--- src/rtl/fetch_pkg.sv ---
// fetch_pkg: shared types and constants for the instruction fetch stage.
//   fetch_state_t   : fetch FSM state encoding
//   PC_STEP_DEFAULT : sequential PC increment in bytes
//   INSTR_NOP       : canonical RISC-V NOP (addi x0, x0, 0)
package fetch_pkg;

   typedef enum logic [2:0] {
      IDLE,
      REQ,
      WAIT,
      VALID,
      HALT
   } fetch_state_t;

   localparam int          PC_STEP_DEFAULT = 4;
   localparam logic [31:0] INSTR_NOP       = 32'h0000_0013;

endpackage

--- src/rtl/pc_next.sv ---
// pc_next: next-PC adder and misalignment detect for the fetch stage.
//   pc         : address of the instruction being accepted
//   pcsrc      : branch taken
//   imm        : sign-extended branch offset
//   next_pc    : pcsrc ? pc + imm : pc + PC_STEP (modular, carry dropped)
//   misaligned : next_pc is not word aligned
module pc_next
   import fetch_pkg::*;
#(
   parameter int ADDR_WIDTH = 32,
   parameter int PC_STEP    = PC_STEP_DEFAULT
) (
   input  logic [ADDR_WIDTH-1:0] pc,
   input  logic                  pcsrc,
   input  logic [ADDR_WIDTH-1:0] imm,
   output logic [ADDR_WIDTH-1:0] next_pc,
   output logic                  misaligned
);

   always_comb begin
      next_pc    = pc + (pcsrc ? imm : ADDR_WIDTH'(PC_STEP));
      misaligned = |next_pc[1:0];
   end

endmodule

--- src/rtl/instr_fetch_unit.sv ---
// instr_fetch_unit: PC register plus fetch FSM between instruction memory and decode.
//   clk, rst_n                : clock, async active-low reset
//   imem_req/addr/gnt/rvalid/rdata : single-outstanding memory handshake
//   instr, instr_valid, instr_ready : instruction handoff to decode
//   PCsrc, ImmOp              : branch decision/offset, sampled on accept
//   PC                        : address of presented/in-flight instruction
//   fetch_err                 : sticky misaligned-PC error (stage halts)
//   fetch_count               : accepted instruction count, wraps
module instr_fetch_unit
   import fetch_pkg::*;
#(
   parameter int                    ADDR_WIDTH = 32,
   parameter int                    DATA_WIDTH = 32,
   parameter logic [ADDR_WIDTH-1:0] RESET_PC   = '0,
   parameter int                    PC_STEP    = PC_STEP_DEFAULT
) (
   input  logic                  clk,
   input  logic                  rst_n,
   output logic                  imem_req,
   output logic [ADDR_WIDTH-1:0] imem_addr,
   input  logic                  imem_gnt,
   input  logic                  imem_rvalid,
   input  logic [DATA_WIDTH-1:0] imem_rdata,
   output logic [DATA_WIDTH-1:0] instr,
   output logic                  instr_valid,
   input  logic                  instr_ready,
   input  logic                  PCsrc,
   input  logic [ADDR_WIDTH-1:0] ImmOp,
   output logic [ADDR_WIDTH-1:0] PC,
   output logic                  fetch_err,
   output logic [31:0]           fetch_count
);

   fetch_state_t          state_q, state_d;
   logic [ADDR_WIDTH-1:0] pc_q, pc_d;
   logic [DATA_WIDTH-1:0] instr_q, instr_d;
   logic                  req_q, req_d;
   logic                  valid_q, valid_d;
   logic                  err_q, err_d;
   logic [31:0]           count_q, count_d;
   logic [ADDR_WIDTH-1:0] next_pc;
   logic                  misaligned;

   pc_next #(
      .ADDR_WIDTH(ADDR_WIDTH),
      .PC_STEP   (PC_STEP)
   ) u_pc_next (
      .pc        (pc_q),
      .pcsrc     (PCsrc),
      .imm       (ImmOp),
      .next_pc   (next_pc),
      .misaligned(misaligned)
   );

   always_comb begin
      state_d = state_q;
      pc_d    = pc_q;
      instr_d = instr_q;
      err_d   = err_q;
      count_d = count_q;
      case (state_q)
         IDLE: begin
            // A misaligned reset vector can never fetch, so halt straight away.
            if (|RESET_PC[1:0]) begin
               err_d   = 1'b1;
               state_d = HALT;
            end else begin
               state_d = REQ;
            end
         end
         REQ:  state_d = imem_gnt ? WAIT : REQ;
         WAIT: begin
            if (imem_rvalid) begin
               instr_d = imem_rdata;
               state_d = VALID;
            end
         end
         VALID: begin
            if (instr_ready) begin
               count_d = count_q + 32'd1;
               if (misaligned) begin
                  // PC stays on the offending instruction for debug.
                  err_d   = 1'b1;
                  state_d = HALT;
               end else begin
                  pc_d    = next_pc;
                  state_d = REQ;
               end
            end
         end
         HALT:    err_d   = 1'b1;
         default: state_d = HALT;
      endcase
      // Outputs are registered: decode them from the next state.
      req_d   = (state_d == REQ);
      valid_d = (state_d == VALID);
   end

   always_ff @(posedge clk or negedge rst_n) begin
      if (!rst_n) begin
         state_q <= IDLE;
         pc_q    <= RESET_PC;
         instr_q <= '0;
         req_q   <= 1'b0;
         valid_q <= 1'b0;
         err_q   <= 1'b0;
         count_q <= '0;
      end else begin
         state_q <= state_d;
         pc_q    <= pc_d;
         instr_q <= instr_d;
         req_q   <= req_d;
         valid_q <= valid_d;
         err_q   <= err_d;
         count_q <= count_d;
      end
   end

   assign imem_req    = req_q;
   assign imem_addr   = pc_q;
   assign PC          = pc_q;
   assign instr       = instr_q;
   assign instr_valid = valid_q;
   assign fetch_err   = err_q;
   assign fetch_count = count_q;

endmodule
--- config.mk ---
export PLATFORM = sky130hd
export DESIGN_NAME = instr_fetch_unit
export DESIGN_NICKNAME = d
export VERILOG_FILES = /design/src/rtl/fetch_pkg.sv /design/src/rtl/pc_next.sv /design/src/rtl/instr_fetch_unit.sv
export SDC_FILE = /design/constraint.sdc
export NUM_CORES = 1
export LEC_CHECK = 0
export CAP_MARGIN = 20
export CORE_MARGIN = 8
export CORE_UTILIZATION = 50
export DETAILED_ROUTE_END_ITERATION = 8
export PLACE_DENSITY_LB_ADDON = 0.3
export SLEW_MARGIN = 20
export SYNTH_ARGS = -nofsm -noshare
export SYNTH_HDL_FRONTEND = slang
export SYNTH_HIERARCHICAL = 1
export SYNTH_SLANG_ARGS = --single-unit
--- constraint.sdc ---
create_clock -name clk -period 5.5 [get_ports clk]
set_input_delay 0.825 -clock clk [delete_from_list [all_inputs] [get_ports clk]]
set_output_delay 0.825 -clock clk [all_outputs]
set_load 0.03 [all_outputs]
# --- Yosys cells after proc, flatten, opt, wreduce, memory -nomap -nowiden ---
# Cells that the tools add are included.
totals:
  ff_bits: 102
  input_bits: 70
  output_inout_bits: 131
  wordCells: 34
classes:
  add_sub_neg: 2
  n_eq_ne: 8
  n_mux: 9
  bitwise_logic: 1
  n_reduce_logical: 7
op_table:
  columns: ["cell", "n"]
  rows:
  - ["$add A32 B1 Y32 const B", 1]
  - ["$add A32 B32 Y32", 1]
  - ["$mux W32", 1]
  - ["$pmux W3 S5", 1]
  - ["$eq A3 B2 Y1 const B", 3]
  - ["$mux W3", 3]
  - ["$eq A3 B1 Y1 const B", 2]
  - ["$reduce_and A3 Y1", 2]
  - ["$ne A2 B2 Y1 const B", 2]
  - ["$reduce_and A2 Y1", 2]
  - ["$eq A3 B3 Y1 const B", 1]
  - ["$logic_not A3 Y1", 1]
  - ["$mux W1", 2]
  - ["$mux W2", 1]
  - ["$pmux W1 S2", 1]
  - ["$reduce_bool A2 Y1", 1]
  - ["$reduce_or A2 Y1", 1]
  - ["$not A1 Y1", 1]

# --- Logic depth before layout (Yosys ltp) ---
# Gate-level depths: netlist of the first run.
depth:
  depth_word: 7
  depth_mapped: 12

# --- Modules after synthesis ---
# Netlist of the first run, hierarchy kept.
by_module_without_submodules:
  columns: ["module", "instances", "cells_per_inst", "area_per_inst_um2"]
  rows:
  - ["instr_fetch_unit", 1, 328, 4396.7]
  - ["pc_next", 1, 279, 1964.4]

# --- Worst setup path after synthesis of the first run ---
# Ideal clock, no wire load.
synth_timing:
  path_type: "input-to-reg"
  startpoint: "input port PCsrc"
  endpoint: "register pc_q[30], in the netlist PC[30]"
  arrival_time_ns: 3.194
  required_time_ns: 5.375
  setup_slack_ns: 2.181
  stages: 12
  path_buffers: 1
  path_cell_list: "clkbuf_1 and2_1 ha_1 fa_1 a21o_1 a221oi_2 o21a_1 o21ai_1 a31oi_1 o21ai_1 xor2_1 mux2_2"
synth_via:
  elab_cells_between_ends: 5
  cone_classes: "add/sub: 1; mux: 1; bitwise: 1; reduce/logical: 2"
synth_lines:
  columns: ["item", "line", "rtl"]
  rows:
  - ["from (decl)", "instr_fetch_unit.sv:27", "input logic PCsrc,"]
  - ["$mux W32", "pc_next.sv:21", "next_pc = pc + (pcsrc ? imm : ADDR_WIDTH'(PC_STEP));"]
  - ["$add A32 B32 Y32", "pc_next.sv:21", null]
  - ["net next_pc[30]", "instr_fetch_unit.sv:41", "logic [ADDR_WIDTH-1:0] next_pc;"]
  - ["to (signal assigned)", "instr_fetch_unit.sv:110", "pc_q <= pc_d;"]
  - ["to (decl)", "instr_fetch_unit.sv:35", "logic [ADDR_WIDTH-1:0] pc_q, pc_d;"]
# The timed path passes the listed nets, and every way through them passes these cells.
# A chain may end at the register's enable or synchronous reset.

# --- Worst setup path after layout of the first run ---
layout_timing:
  startpoint: "input port PCsrc"
  endpoint: "register pc_q[28], in the netlist PC[28]"
# Same word-level chain as after synthesis.

==> run_summary.xml, run 1 <==
<?xml version="1.0" encoding="UTF-8"?>
<metrics>
  <group name="outcome">
    <metric name="run_status" unit="">complete, no violations</metric>
  </group>
  <group name="grt">
    <metric name="maximum_number_of_pins_on_one_net_before_global_route_repair" unit="">66</metric>
    <metric name="antenna_found_initial" unit="">0</metric>
    <metric name="grt_first_pass_wirelength" unit="µm">26800</metric>
    <metric name="first_global_vias" unit="">5408</metric>
    <metric name="grt.total_usage" unit="%">20.1</metric>
    <metric name="grt-ovfl-total" unit="">0</metric>
  </group>
  <group name="cts">
    <metric name="ctsHtreeMaxLevel" unit="">3</metric>
    <metric name="cts_hold_buf" unit="">0</metric>
    <metric name="clk_latency_worst_skew_pair" unit="ns">0.35</metric>
    <metric name="clockBufferDepth" unit="">2</metric>
    <metric name="ctsResizeCount" unit="">0</metric>
    <metric name="cts_inserted_buffers" unit="">9</metric>
    <metric name="cts_tree" unit="">done</metric>
    <metric name="clk_transition_reported_paths" unit="ns">0.07</metric>
    <metric name="buffer_type_at_the_clock_tree_root" unit="">clkbuf_16</metric>
    <metric name="numClockSinks" unit="">102</metric>
    <metric name="cts_setup_buffers" unit="">0</metric>
  </group>
  <group name="die">
    <metric name="floorplan.io_pins" unit="">201</metric>
    <metric name="rows" unit="">41</metric>
    <metric name="core_area" unit="µm²">12500</metric>
    <metric name="die-area" unit="µm²">16600</metric>
    <metric name="initial_core_util" unit="%">50.8</metric>
    <metric name="die_w" unit="µm">129</metric>
    <metric name="die_h" unit="µm">129</metric>
  </group>
  <group name="routing">
    <metric name="remaining_drc_errors" unit="">0</metric>
    <metric name="m1WireLength" unit="µm">6510</metric>
    <metric name="pre_repair_dr_iteration_count" unit="">5</metric>
    <metric name="drt.antenna.violating_nets" unit="">0</metric>
    <metric name="vias_per_cell" unit="">5.41</metric>
    <metric name="top_layer_used" unit="">met4</metric>
    <metric name="vias" unit="">5103</metric>
    <metric name="iteration_0_drc_count_of_the_detailed_router" unit="">192</metric>
    <metric name="totalWireLength" unit="µm">16600</metric>
    <metric name="wire_per_inst" unit="µm">17.6</metric>
    <metric name="wl_met3" unit="µm">1210</metric>
    <metric name="dr_wl_met2" unit="µm">8680</metric>
  </group>
  <group name="synth">
    <metric name="synth_top_area_share" unit="%">40.1</metric>
    <metric name="synthMuxAreaShare" unit="%">11.7</metric>
    <metric name="synth-seq-area-share" unit="%">40.1</metric>
    <metric name="syn_nets" unit="">711</metric>
    <metric name="synth_largest_area_cell" unit="">dfrtp_1</metric>
    <metric name="synth_simple_gate_area_share" unit="%">15.5</metric>
    <metric name="netlist_top_cells_count" unit="">dfrtp_1, mux2_2, nand2_1, buf_4, xnor2_1</metric>
    <metric name="mappedNetlistArea" unit="µm²">6360</metric>
    <metric name="syn-mean-instance-area" unit="µm²">10.5</metric>
    <metric name="synth.yosys.warnings" unit="">6</metric>
    <metric name="ys_seq_elements" unit="">102</metric>
    <metric name="leading_register_cell_type_out_of_synthesis" unit="">dfrtp_1</metric>
    <metric name="synth_top_family_by_area" unit="">simple AND/OR/NAND/NOR gates</metric>
    <metric name="fraction_of_the_mapped_netlist_area_in_compound_gates" unit="%">10.7</metric>
    <metric name="yosys.cell_types.count" unit="">62</metric>
    <metric name="synth_enable_flop_cells" unit="">0</metric>
    <metric name="share_of_synthesized_registers_carrying_an_async_set_or_reset" unit="%">100</metric>
    <metric name="post-synth-top-count-cell" unit="">dfrtp_1</metric>
    <metric name="yosys.area_share.adder" unit="%">6.81</metric>
    <metric name="synth_cells" unit="">607</metric>
    <metric name="synth.area.top_cells" unit="">dfrtp_1, mux2_2, ha_1</metric>
    <metric name="yosys.area_share.xor_xnor" unit="%">8.40</metric>
  </group>
  <group name="critical_path">
    <metric name="worstPathArrival" unit="ns">4.33</metric>
    <metric name="worstSetupPathType" unit="">input port to flip-flop</metric>
    <metric name="critPathMaxFanout" unit="">22</metric>
    <metric name="timing.critical_path.to_type" unit="">flip-flop</metric>
    <metric name="worst-endpoint-required" unit="ns">5.73</metric>
    <metric name="startpoint_type" unit="">input port</metric>
  </group>
  <group name="pwr">
    <metric name="share_seq_of_total_power" unit="%">29.0</metric>
    <metric name="leakage_power_figure" unit="nW">3.80</metric>
    <metric name="ir_worst_vdd" unit="mV">0.299</metric>
    <metric name="switching_share" unit="%">43.1</metric>
    <metric name="power_frac_clock" unit="%">15.8</metric>
    <metric name="power.combinational.fraction" unit="%">55.2</metric>
    <metric name="netSwitchingPower" unit="mW">1.77</metric>
    <metric name="internal_dissipation" unit="mW">2.34</metric>
    <metric name="power_per_cell_area" unit="nW/µm²">481</metric>
  </group>
  <group name="min_path">
    <metric name="hold_path.class" unit="">input port to asynchronous set/reset pin</metric>
  </group>
  <group name="final_layout">
    <metric name="area_taken_by_multi_input_logic_gates" unit="µm²">3390</metric>
    <metric name="nFillCells" unit="">1001</metric>
    <metric name="drive_above_1_share" unit="%">13.7</metric>
    <metric name="synthToLayoutAreaGrowth" unit="%">34.3</metric>
    <metric name="layout.cells.non_filler" unit="">944</metric>
    <metric name="finish.net_count" unit="">871</metric>
    <metric name="seq_area" unit="µm²">2550</metric>
    <metric name="antennaDiodeCount" unit="">0</metric>
  </group>
  <group name="timing">
    <metric name="tns" unit="ns">0</metric>
    <metric name="timing.final.setup_violations" unit="">0</metric>
    <metric name="rsz0062_at_grt" unit="">no</metric>
    <metric name="hold_ws" unit="ns">0.436</metric>
    <metric name="relative_slew_slack" unit="%">30.0</metric>
    <metric name="layout_min_cycle_time" unit="ns">4.10</metric>
    <metric name="fmax" unit="MHz">244</metric>
    <metric name="finalMaxSlewViolations" unit="">0</metric>
    <metric name="timing_worst_slew_pin_value" unit="ns">1.04</metric>
    <metric name="final.setup_skew" unit="ns">0.00619</metric>
    <metric name="hold_viol_final" unit="">0</metric>
    <metric name="final_min_period_over_clock_period" unit="%">74.5</metric>
  </group>
  <group name="place">
    <metric name="dp_hpwl" unit="µm">13100</metric>
    <metric name="numPortBuffers" unit="">200</metric>
    <metric name="place_inst" unit="">928</metric>
    <metric name="finalWeightedCongestion" unit="">0.906</metric>
  </group>
  <group name="job">
    <metric name="maxCapViolations" unit="">0</metric>
  </group>
</metrics>
==> per-stage QoR <==
step / area [µm²] / power, mW / util, % / setup WS, ns
after global placement: 8240 / 3.42 / 65.9 / 1.26
after CTS: 8550 / 4.15 / 68.3 / 1.49
final: 8550 / 4.11 / 68.3 / 1.40
after detailed placement: 8240 / 3.48 / 65.9 / 1.14
after global routing: 8550 / 4.34 / 68.3 / 1.24
after floorplan: 6360 / 2.71 / - / 2.18
==> cells by family after synthesis <==
| kind of cell | count (synthesis) |
|---|---|
| XOR/XNOR | 61 |
| flip-flops | 102 |
| multiplexers | 66 |
| adder cells (fa/ha/maj) | 34 |
| buffers and inverters | 69 |
| AO/OA/AOI/OAI | 103 |
| AND/OR/NAND/NOR | 172 |
==> final timing paths <==
kind / startpoint / end / slack (ns) / depth (start not counted)
setup / recovery: PCsrc / PC[28]$_DFFE_PN0P_ / 1.40 / 12
hold / removal: rst_n / PC[13]$_DFFE_PN0P_ / 0.44 / 1
setup reg to reg: PC[0]$_DFFE_PN0P_ / PC[28]$_DFFE_PN0P_ / 2.55 / 10
hold reg to reg: fetch_count[31]$_DFFE_PN0P_ / fetch_count[31]$_DFFE_PN0P_ / 0.49 / 1
max in group asynchronous: rst_n / fetch_count[11]$_DFFE_PN0P_ / 3.87 / 2
min in group clk: fetch_count[31]$_DFFE_PN0P_ / fetch_count[31]$_DFFE_PN0P_ / 0.49 / 1
==> state kept, by name, indices dropped and copies added (netlist names) <==
signal,cells
PC,32
fetch_count,32
instr,32
state_q,3
fetch_err,1
imem_req,1
instr_valid,1
==> layer usage <==
layer | GRT usage, % | vias to the layer above
li1 | - | 2453
met1 | 22.3 | 2465
met2 | 36.1 | 163
met5 | 0 | -
met4 | 5.46 | 0
met3 | 6.79 | 22
==> layout make-up <==
type                       instances  share of cell area, %
multi-input combinational        436                   39.7
sequential                       102                   29.9
timing repair buffer             205                   23.8
clock buffer                       9                   2.64
tap                              172                   2.52
clock inverter                     7                  0.908
inverter                          13                  0.571
==> cells in the final DEF, fill, tap and decap left out, types with 3 or more instances in the layout <==
master           synthesis  layout
ha_1                    33      33
o21ai_1                  9       9
a31oi_1                  4       4
clkbuf_16                0       9
nor2b_1                  3       3
and4_1                   3       3
a211oi_1                 4       4
nor4_1                   5       5
inv_1                   13      13
xnor2_1                 34      34
nor3_1                   8       8
xor2_1                  27      27
dfrtp_1                102     102
nand4_1                 13      13
clkdlybuf4s50_1          0     199
a21o_1                  16      16
a21oi_1                 32      32
nand2b_1                 3       3
nor3_2                   5       5
and2_1                  31      31
nand3_1                 13      13
and3_1                   7       7
nand2_1                 40      40
buf_4                   37       6
inv_6                    0       3
o21ai_0                 10      10
mux2_2                  63      63
o21bai_1                 5       5
nor2_1                  24      23
o21a_1                   3       3
==> worst max-delay path, stage by stage <==
cell,delay (ns)
clkdlybuf4s50_1,0.73
buf_4,0.34
and2_1,0.14
ha_1,0.36
a21o_1,0.23
o2111ai_1,0.16
a221oi_1,0.47
nand2_1,0.19
a21oi_1,0.33
a311oi_2,0.15
xnor2_1,0.14
mux2_2,0.26
==> power groups by stage <==
stage / combinational, mW / sequential (mW) / clock, mW
CTS: 2.28 / 1.20 / 0.673
global route: 2.41 / 1.23 / 0.700
finish: 2.27 / 1.19 / 0.651
floorplan: 1.12 / 1.59 / 0
detailed placement: 2.27 / 1.21 / 0
global placement: 2.23 / 1.19 / 0
Note: power is estimated with default switching activity, not from simulation.
==> run 2: changes to the inputs <==
- CORE_UTILIZATION: 50 -> 43
- clock period: 5.5 -> 3.38 ns (I/O delays scaled with it)
==> run 2 against run 1 <==
Combinational power increased by 77%. Clock skew increased by 0.0012 ns. Clock power increased by 61%. Routed wire length increased by 5.7%. Largest cell class unchanged. Cell area increased by 5.5%.
==> run_summary.xml, run 2 (same netlist as run 1, synthesis figures left out) <==
<?xml version="1.0" encoding="UTF-8"?>
<metrics>
  <group name="final_layout">
    <metric name="finish.net_count" unit="">929</metric>
    <metric name="layout_commonest_cell" unit="">clkdlybuf4s50_1</metric>
    <metric name="postLayoutCellArea" unit="µm²">9010</metric>
    <metric name="seq_area" unit="µm²">2550</metric>
    <metric name="area_taken_by_multi_input_logic_gates" unit="µm²">3390</metric>
    <metric name="layout_common_cells" unit="">clkdlybuf4s50_1, dfrtp_1, mux2_2</metric>
    <metric name="synthToLayoutAreaGrowth" unit="%">41.7</metric>
    <metric name="final_core_util" unit="%">62.2</metric>
    <metric name="drive_above_1_share" unit="%">19.4</metric>
    <metric name="nFillCells" unit="">1162</metric>
  </group>
  <group name="routing">
    <metric name="totalWireLength" unit="µm">17600</metric>
    <metric name="top_layer_used" unit="">met4</metric>
    <metric name="drt.antenna.violating_nets" unit="">0</metric>
    <metric name="vias_per_cell" unit="">5.25</metric>
    <metric name="wl_met3" unit="µm">1070</metric>
    <metric name="iteration_0_drc_count_of_the_detailed_router" unit="">290</metric>
    <metric name="wire_per_inst" unit="µm">17.3</metric>
    <metric name="dr_wl_met2" unit="µm">9000</metric>
    <metric name="vias" unit="">5331</metric>
    <metric name="pre_repair_dr_iteration_count" unit="">5</metric>
    <metric name="m1WireLength" unit="µm">7250</metric>
    <metric name="remaining_drc_errors" unit="">0</metric>
  </group>
  <group name="cts">
    <metric name="numClockSinks" unit="">102</metric>
    <metric name="cts_hold_buf" unit="">0</metric>
    <metric name="cts_setup_buffers" unit="">0</metric>
    <metric name="clk_transition_reported_paths" unit="ns">0.07</metric>
    <metric name="clk_latency_worst_skew_pair" unit="ns">0.35</metric>
    <metric name="ctsResizeCount" unit="">0</metric>
    <metric name="cts_inserted_buffers" unit="">9</metric>
    <metric name="ctsHtreeMaxLevel" unit="">3</metric>
    <metric name="buffer_type_at_the_clock_tree_root" unit="">clkbuf_16</metric>
    <metric name="clockBufferDepth" unit="">2</metric>
    <metric name="cts_tree" unit="">done</metric>
  </group>
  <group name="pwr">
    <metric name="p_total" unit="mW">7.00</metric>
    <metric name="power_per_cell_area" unit="nW/µm²">777</metric>
    <metric name="ir_worst_vdd" unit="mV">0.445</metric>
    <metric name="leakage_power_figure" unit="nW">4.08</metric>
  </group>
  <group name="timing">
    <metric name="hold_viol_final" unit="">0</metric>
    <metric name="final_min_period_over_clock_period" unit="%">94.6</metric>
    <metric name="timing_worst_slew_pin_value" unit="ns">0.997</metric>
    <metric name="tns" unit="ns">0</metric>
    <metric name="relative_slew_slack" unit="%">32.9</metric>
    <metric name="final.setup_skew" unit="ns">0.00739</metric>
    <metric name="hold_ws" unit="ns">0.188</metric>
    <metric name="layout_min_cycle_time" unit="ns">3.20</metric>
    <metric name="fmax" unit="MHz">313</metric>
    <metric name="timing.final.setup_violations" unit="">0</metric>
    <metric name="rsz0062_at_grt" unit="">no</metric>
    <metric name="finalMaxSlewViolations" unit="">0</metric>
  </group>
  <group name="die">
    <metric name="initial_core_util" unit="%">43.9</metric>
    <metric name="rows" unit="">44</metric>
    <metric name="die-area" unit="µm²">18900</metric>
    <metric name="die_h" unit="µm">138</metric>
    <metric name="die_w" unit="µm">138</metric>
    <metric name="floorplan.io_pins" unit="">201</metric>
    <metric name="core_area" unit="µm²">14500</metric>
  </group>
  <group name="grt">
    <metric name="grt-ovfl-total" unit="">0</metric>
    <metric name="grt_first_pass_wirelength" unit="µm">28200</metric>
    <metric name="maximum_number_of_pins_on_one_net_before_global_route_repair" unit="">103</metric>
    <metric name="antenna_found_initial" unit="">1</metric>
    <metric name="grt.total_usage" unit="%">18.6</metric>
    <metric name="first_global_vias" unit="">5567</metric>
  </group>
  <group name="critical_path">
    <metric name="worstPathArrival" unit="ns">3.44</metric>
    <metric name="timing.critical_path.to_type" unit="">flip-flop</metric>
    <metric name="critical-path-top-delay-family" unit="">compound AO/OA/AOI/OAI gates</metric>
    <metric name="worstSetupPathType" unit="">input port to flip-flop</metric>
    <metric name="critPathMostFrequentCell" unit="">o21ai_1</metric>
    <metric name="worstRegToRegCells" unit="">10</metric>
    <metric name="crit_chain" unit="">clkdlybuf4s50_1 -&gt; and2_1 -&gt; ha_1 -&gt; fa_1 -&gt; a21o_1 -&gt; a221oi_2 -&gt; o21a_1 -&gt; o21ai_1 -&gt; a31oi_1 -&gt; o21ai_1 -&gt; xor2_1 -&gt; mux2_2</metric>
    <metric name="path_depth" unit="">12</metric>
    <metric name="worst-endpoint-required" unit="ns">3.62</metric>
    <metric name="critical-path-slowest-cell" unit="">clkdlybuf4s50_1</metric>
    <metric name="timing.rr.start" unit="">PC[0]$_DFFE_PN0P_</metric>
    <metric name="startpoint_type" unit="">input port</metric>
    <metric name="rr_endpoint" unit="">PC[30]$_DFFE_PN0P_</metric>
    <metric name="critPathMaxFanout" unit="">4</metric>
    <metric name="critical-path-max-stage-delay" unit="ns">0.49</metric>
    <metric name="rrSetupSlack" unit="ns">0.61</metric>
    <metric name="worst-path-buf-inv" unit="">1</metric>
  </group>
  <group name="job">
    <metric name="maxCapViolations" unit="">0</metric>
  </group>
  <group name="place">
    <metric name="finalWeightedCongestion" unit="">0.917</metric>
    <metric name="dpl_cell_area" unit="µm²">8720</metric>
    <metric name="numPortBuffers" unit="">200</metric>
    <metric name="dp_hpwl" unit="µm">13800</metric>
  </group>
  <group name="outcome">
    <metric name="run_status" unit="">complete, no violations</metric>
  </group>
  <group name="min_path">
    <metric name="hold_path.class" unit="">input port to asynchronous set/reset pin</metric>
  </group>
</metrics>
[run 2: final cells by class]
class	instances	share of cell area, %
Clock inverter	4	0.611
Multi-Input combinational cell	436	37.6
Antenna cell	1	0.0278
Sequential cell	102	28.3
Timing Repair Buffer	263	27.7
Inverter	13	0.541
Tap cell	184	2.55
Clock buffer	12	2.62
[run 2: worst max-delay path by stage]
stage	start	to	slack, ns
5_1_grt	PCsrc	PC[28]$_DFFE_PN0P_	0.002
2_1_floorplan	PCsrc	PC[30]$_DFFE_PN0P_	0.38
3_3_place_gp	PCsrc	PC[28]$_DFFE_PN0P_	-0.14
6_report	PCsrc	PC[30]$_DFFE_PN0P_	0.18
4_1_cts	PCsrc	PC[30]$_DFFE_PN0P_	0.19
3_5_place_dp	PCsrc	PC[28]$_DFFE_PN0P_	-0.16
[run 2: layer usage]
| layer | track usage [%] | up-vias |
|---|---|---|
| li1 | - | 2566 |
| met1 | 22.3 | 2590 |
| met2 | 32.1 | 157 |
| met3 | 4.78 | 18 |
| met4 | 5.49 | 0 |
| met5 | 0 | - |
[run 2: report_power, final]
part	switching, mW	internal [mW]
combinational	2.13	1.88
clock	0.471	0.581
sequential	0.344	1.59
[run 2: stage by stage]
stage,std cells,setup slack [ns]
floorplan,607,0.379
global placement,998,-0.137
detailed placement,998,-0.164
CTS,1014,0.191
global route,1015,0.00185
finish,1015,0.183
==> RTL edit 1 (config.mk and constraints of run 2) <==
Set the parameter `DATA_WIDTH` to 16 (it was 32).
--- a/src/rtl/instr_fetch_unit.sv
+++ b/src/rtl/instr_fetch_unit.sv
@@ -10,7 +10,7 @@
    import fetch_pkg::*;
 #(
    parameter int                    ADDR_WIDTH = 32,
-   parameter int                    DATA_WIDTH = 32,
+   parameter int                    DATA_WIDTH = 16,
    parameter logic [ADDR_WIDTH-1:0] RESET_PC   = '0,
    parameter int                    PC_STEP    = PC_STEP_DEFAULT
 ) (
Interface: changed (resized imem_rdata and instr); port bits go from 201 to 169. The function was not compared with the original's and may differ.
==> RTL edit 1 against run 2 <==
Critical endpoint unchanged; design area decreased by 10%; clock skew increased by 0.00085 ns; via count decreased by 9.3%; setup slack got worse by 0.085 ns; first-iteration DRC count decreased by 21%; clock power decreased by 5%; routed wire length decreased by 13%; combinational power decreased by 12%; area after synthesis decreased by 11%; total power decreased by 13%; count of clock-buffer cells in the layout decreased by 3; sequential cell count decreased by 16.
==> RTL edit 1: results (changes against run 2) <==
- Global-route wire length before repair: 24.76 mm (-12%)
- Tot Pwr: 6.116 mW (-13%)
- Leakage Power: 3.709 nW (-9.1%)
- Yosys warns: 6 (unchanged)
- Sequential area share after synthesis: 0.3783 (-0.02299)
- Clk buf depth: 2 (unchanged)
- Commonest cells in the netlist: dfrtp_1 (86), mux2_2 (49), xnor2_1 (39), nand2_1 (38), buf_4 (36)
- Count of cell types in the netlist: 63 (+1.6%)
- Fin nets: 843 (-9.3%)
- Inst Count DP: 920 (-7.8%)
- Psw: 2.629 mW (-11%)
- Layout cell share with drive strength beyond 1: 0.2013 (+0.007340)
- Adder-Cell Fraction of Synth Area: 0.07609 (+0.008037)
- Synth Area in Compound Gates: 0.1212 (+0.01437)
- DR iter-0 viols: 229 (-21%)
- Gpl congestion: 0.8881 (-3.2%)
- Final min period: 3.282 ns (+0.08509 ns)
- Initial antenna violation count: 0 (-1)
- Post-place instance area: 7787 um^2 (-11%)
- Critical path arrival: 3.51 ns (+0.07 ns)
- Syn Nets: 645 (-9.3%)
- Max cap viols: 0 (unchanged)
- Pre-CTS WS: -0.2419 ns (-0.07741 ns)
- Largest net degree at the start of global routing: 45 (-56%)
- Final hold slack: 0.1657 ns (-0.02233 ns)
- Postcts setup bufs: 0 (unchanged)
- Clock Skew: 0.008240 ns (+0.0008507 ns)
- Slew @ Worst Pin: 0.7351 ns (-0.2617 ns)
- Synth Instances: 557 (-8.2%)
- Antenna fix cells: 0 (-1)
- Tot GR Track Use: 0.1818 (-0.004266)
- WL/cell: 16.28 um (-6.1%)
- FF-to-FF path depth: 10 (unchanged)
- Vias in the first global route: 5047 (-9.3%)
- Worst skew pair latency: ~0.34 ns
- Crit Path Max Fanout: 20 (+16)
- Clk pwr share: 0.163 (+0.013)
- DR vias: 4836 (-9.3%)
- HPWL after DPL: 11.93 mm (-13%)
- Slowest-stage cell, CP: clkdlybuf4s50_1
- Synth top area cells: dfrtp_1 (38%), mux2_2 (9.7%), ha_1 (7.3%)
- P_seq: 1.61 mW (-17%)
- Post-route ant nets: 0 (unchanged)
- Maximum VDD drop: 514.9 uV (+16%)
- Buffers added on ports: 168 (-16%)
- Via density: 5.167 (-1.6%)
- Status: finished, final reports clean
- Pre-antenna DRT Iters: 4 (-1)
- XOR/XNOR Fraction of Synth Area: 0.09391 (+0.009919)
- Max incr delay on CP: 0.45 ns (-0.04 ns)
- Post-synthesis mux area share: 0.09875 (-0.01789)
- CTS root buf: clkbuf_16
[RTL edit 1: cell types whose count changed in the layout (fill, tap and decap cells not counted), moves of 5 or more]
cell             change
xor2_1               -5
dfrtp_1             -16
mux2_2              -14
buf_4                +6
xnor2_1              +5
clkdlybuf4s50_1     -32
nor3_2               -5
[RTL edit 1: final cells by class]
type / count / area, um^2
Inverter: 11 / 41.29
Sequential cell: 86 / 2152
Multi-Input combinational cell: 410 / 3163
Tap cell: 176 / 220.2
Fill cell: 1062 / 4986
Timing Repair Buffer: 237 / 2222
Clock inverter: 7 / 75.07
Clock buffer: 9 / 225.2
[RTL edit 1: per-layer routing]
layer,GRT usage,vias up,wire (um)
li1,-,2357,-
met1,0.2148,2306,6273
met2,0.3100,148,7594
met3,0.04586,25,1095
met4,0.07090,0,274
met5,0,-,0
==> RTL edit 2 (config.mk and constraints of run 2) <==
Without the edit above. Encoding of `fetch_state_t`: now one-hot (5 bits for 5 states).
--- a/src/rtl/fetch_pkg.sv
+++ b/src/rtl/fetch_pkg.sv
@@ -4,12 +4,12 @@
 //   INSTR_NOP       : canonical RISC-V NOP (addi x0, x0, 0)
 package fetch_pkg;
 
-   typedef enum logic [2:0] {
-      IDLE,
-      REQ,
-      WAIT,
-      VALID,
-      HALT
+   typedef enum logic [4:0] {
+      IDLE  = 5'b00001,
+      REQ   = 5'b00010,
+      WAIT  = 5'b00100,
+      VALID = 5'b01000,
+      HALT  = 5'b10000
    } fetch_state_t;
 
    localparam int          PC_STEP_DEFAULT = 4;
Check against the original RTL: no difference found for any inputs over 10 cycles, from zero or initial values and one cycle with rst_n low; not proved beyond that.
==> RTL edit 2 against run 2 <==
Setup slack gained 0.0022 ns; area after synthesis grew 2.2%; design area is 1.5% higher; maximum frequency barely moved; non-clock buffer count increased by 1; clock skew about the same; routed wire length fell by 1.3%; sequential cell count up 2; critical endpoint is now PC[29].
Power is not compared: it rests on default switching activity, and its combinational part moved more than twofold at a synthesized area within 25%.
==> RTL edit 2: results (changes against run 2) <==
- Synth Instances: 613 (+0.99%)
- Layout cell share with drive strength beyond 1: 0.1895 (-0.004465)
- Fin nets: 938 (+0.97%)
- Grt met3 use: 0.05714 (+0.009368)
- Sequential area share after synthesis: 0.4004 (-0.0008355)
- WL/cell: 16.90 um (-2.5%)
- XOR/XNOR Fraction of Synth Area: 0.08351 (-0.0004793)
- Post-place instance area: 8838 um^2 (+1.4%)
- Initial antenna violation count: 0 (-1)
- Commonest cells in the netlist: dfrtp_1 (103), nand2_1 (40), xnor2_1 (37), a21oi_1 (36), buf_4 (36)
- Met3 WL post-DR: 1.008 mm (-5.8%)
- Gpl congestion: 0.8991 (-2.0%)
- Status: finished, final reports clean
- DR WL met2: 8.409 mm (-6.6%)
- Tot GR Track Use: 0.1815 (-0.004491)
- Via density: 5.198 (-1.0%)
- Pre-CTS WS: -0.2384 ns (-0.07393 ns)
- Global-route wire length before repair: 28.71 mm (+1.8%)
- RR Endpoint: PC[22]
- Final hold slack: 0.2775 ns (+0.08941 ns)
- Clock Skew: 0.007730 ns (+0.0003407 ns)
- M1 GR Usage: 0.2159 (-0.006826)
- Antenna fix cells: 0 (-1)
- Pre-antenna DRT Iters: 4 (-1)
- Vias in the first global route: 5647 (+1.4%)
- Largest net degree at the start of global routing: 68 (-34%)
- Fmax: 313.0 MHz (about the same)
- Critical Path Sink: PC[29]
- Post-synthesis mux area share: 0.1314 (+0.01478)
- Adder-Cell Fraction of Synth Area: 0.06658 (-0.001480)
- HPWL after DPL: 13.53 mm (-1.8%)
- R2R Setup Slk: 0.57 ns (-0.04 ns)
- Slew @ Worst Pin: 0.8763 ns (-0.1205 ns)
- Total Wirelength: 17.36 mm (-1.3%)
- Synth Area in Compound Gates: 0.1097 (+0.002873)
- Count of cell types in the netlist: 63 (+1.6%)
- Syn Nets: 717 (+0.84%)
- DR iter-0 viols: 215 (-26%)
## RTL edit 2: critical path: stages
cell and delay (ns):
clkdlybuf4s50_1 0.49, buf_4 0.23, and2_1 0.15, ha_1 0.37, nand4_2 0.16, or4_1 0.53, o31a_1 0.37, nand3_2 0.12
a31oi_1 0.11, xnor2_1 0.14, mux2_2 0.26
## RTL edit 2: area by class of cell
| class | instances | area [um^2] |
|---|---|---|
| Fill cell | 1215 | 5833 |
| Multi-Input combinational cell | 442 | 3477 |
| Sequential cell | 104 | 2604 |
| Timing Repair Buffer | 264 | 2492 |
| Tap cell | 188 | 235.2 |
| Clock buffer | 10 | 229.0 |
| Clock inverter | 6 | 57.56 |
| Inverter | 13 | 48.80 |
## RTL edit 2: repair_timing
action / CTS / global route
endpoints found under the setup margin: 0 / 4
buffers inserted: 0 / 0
resized for setup: 0 / 3
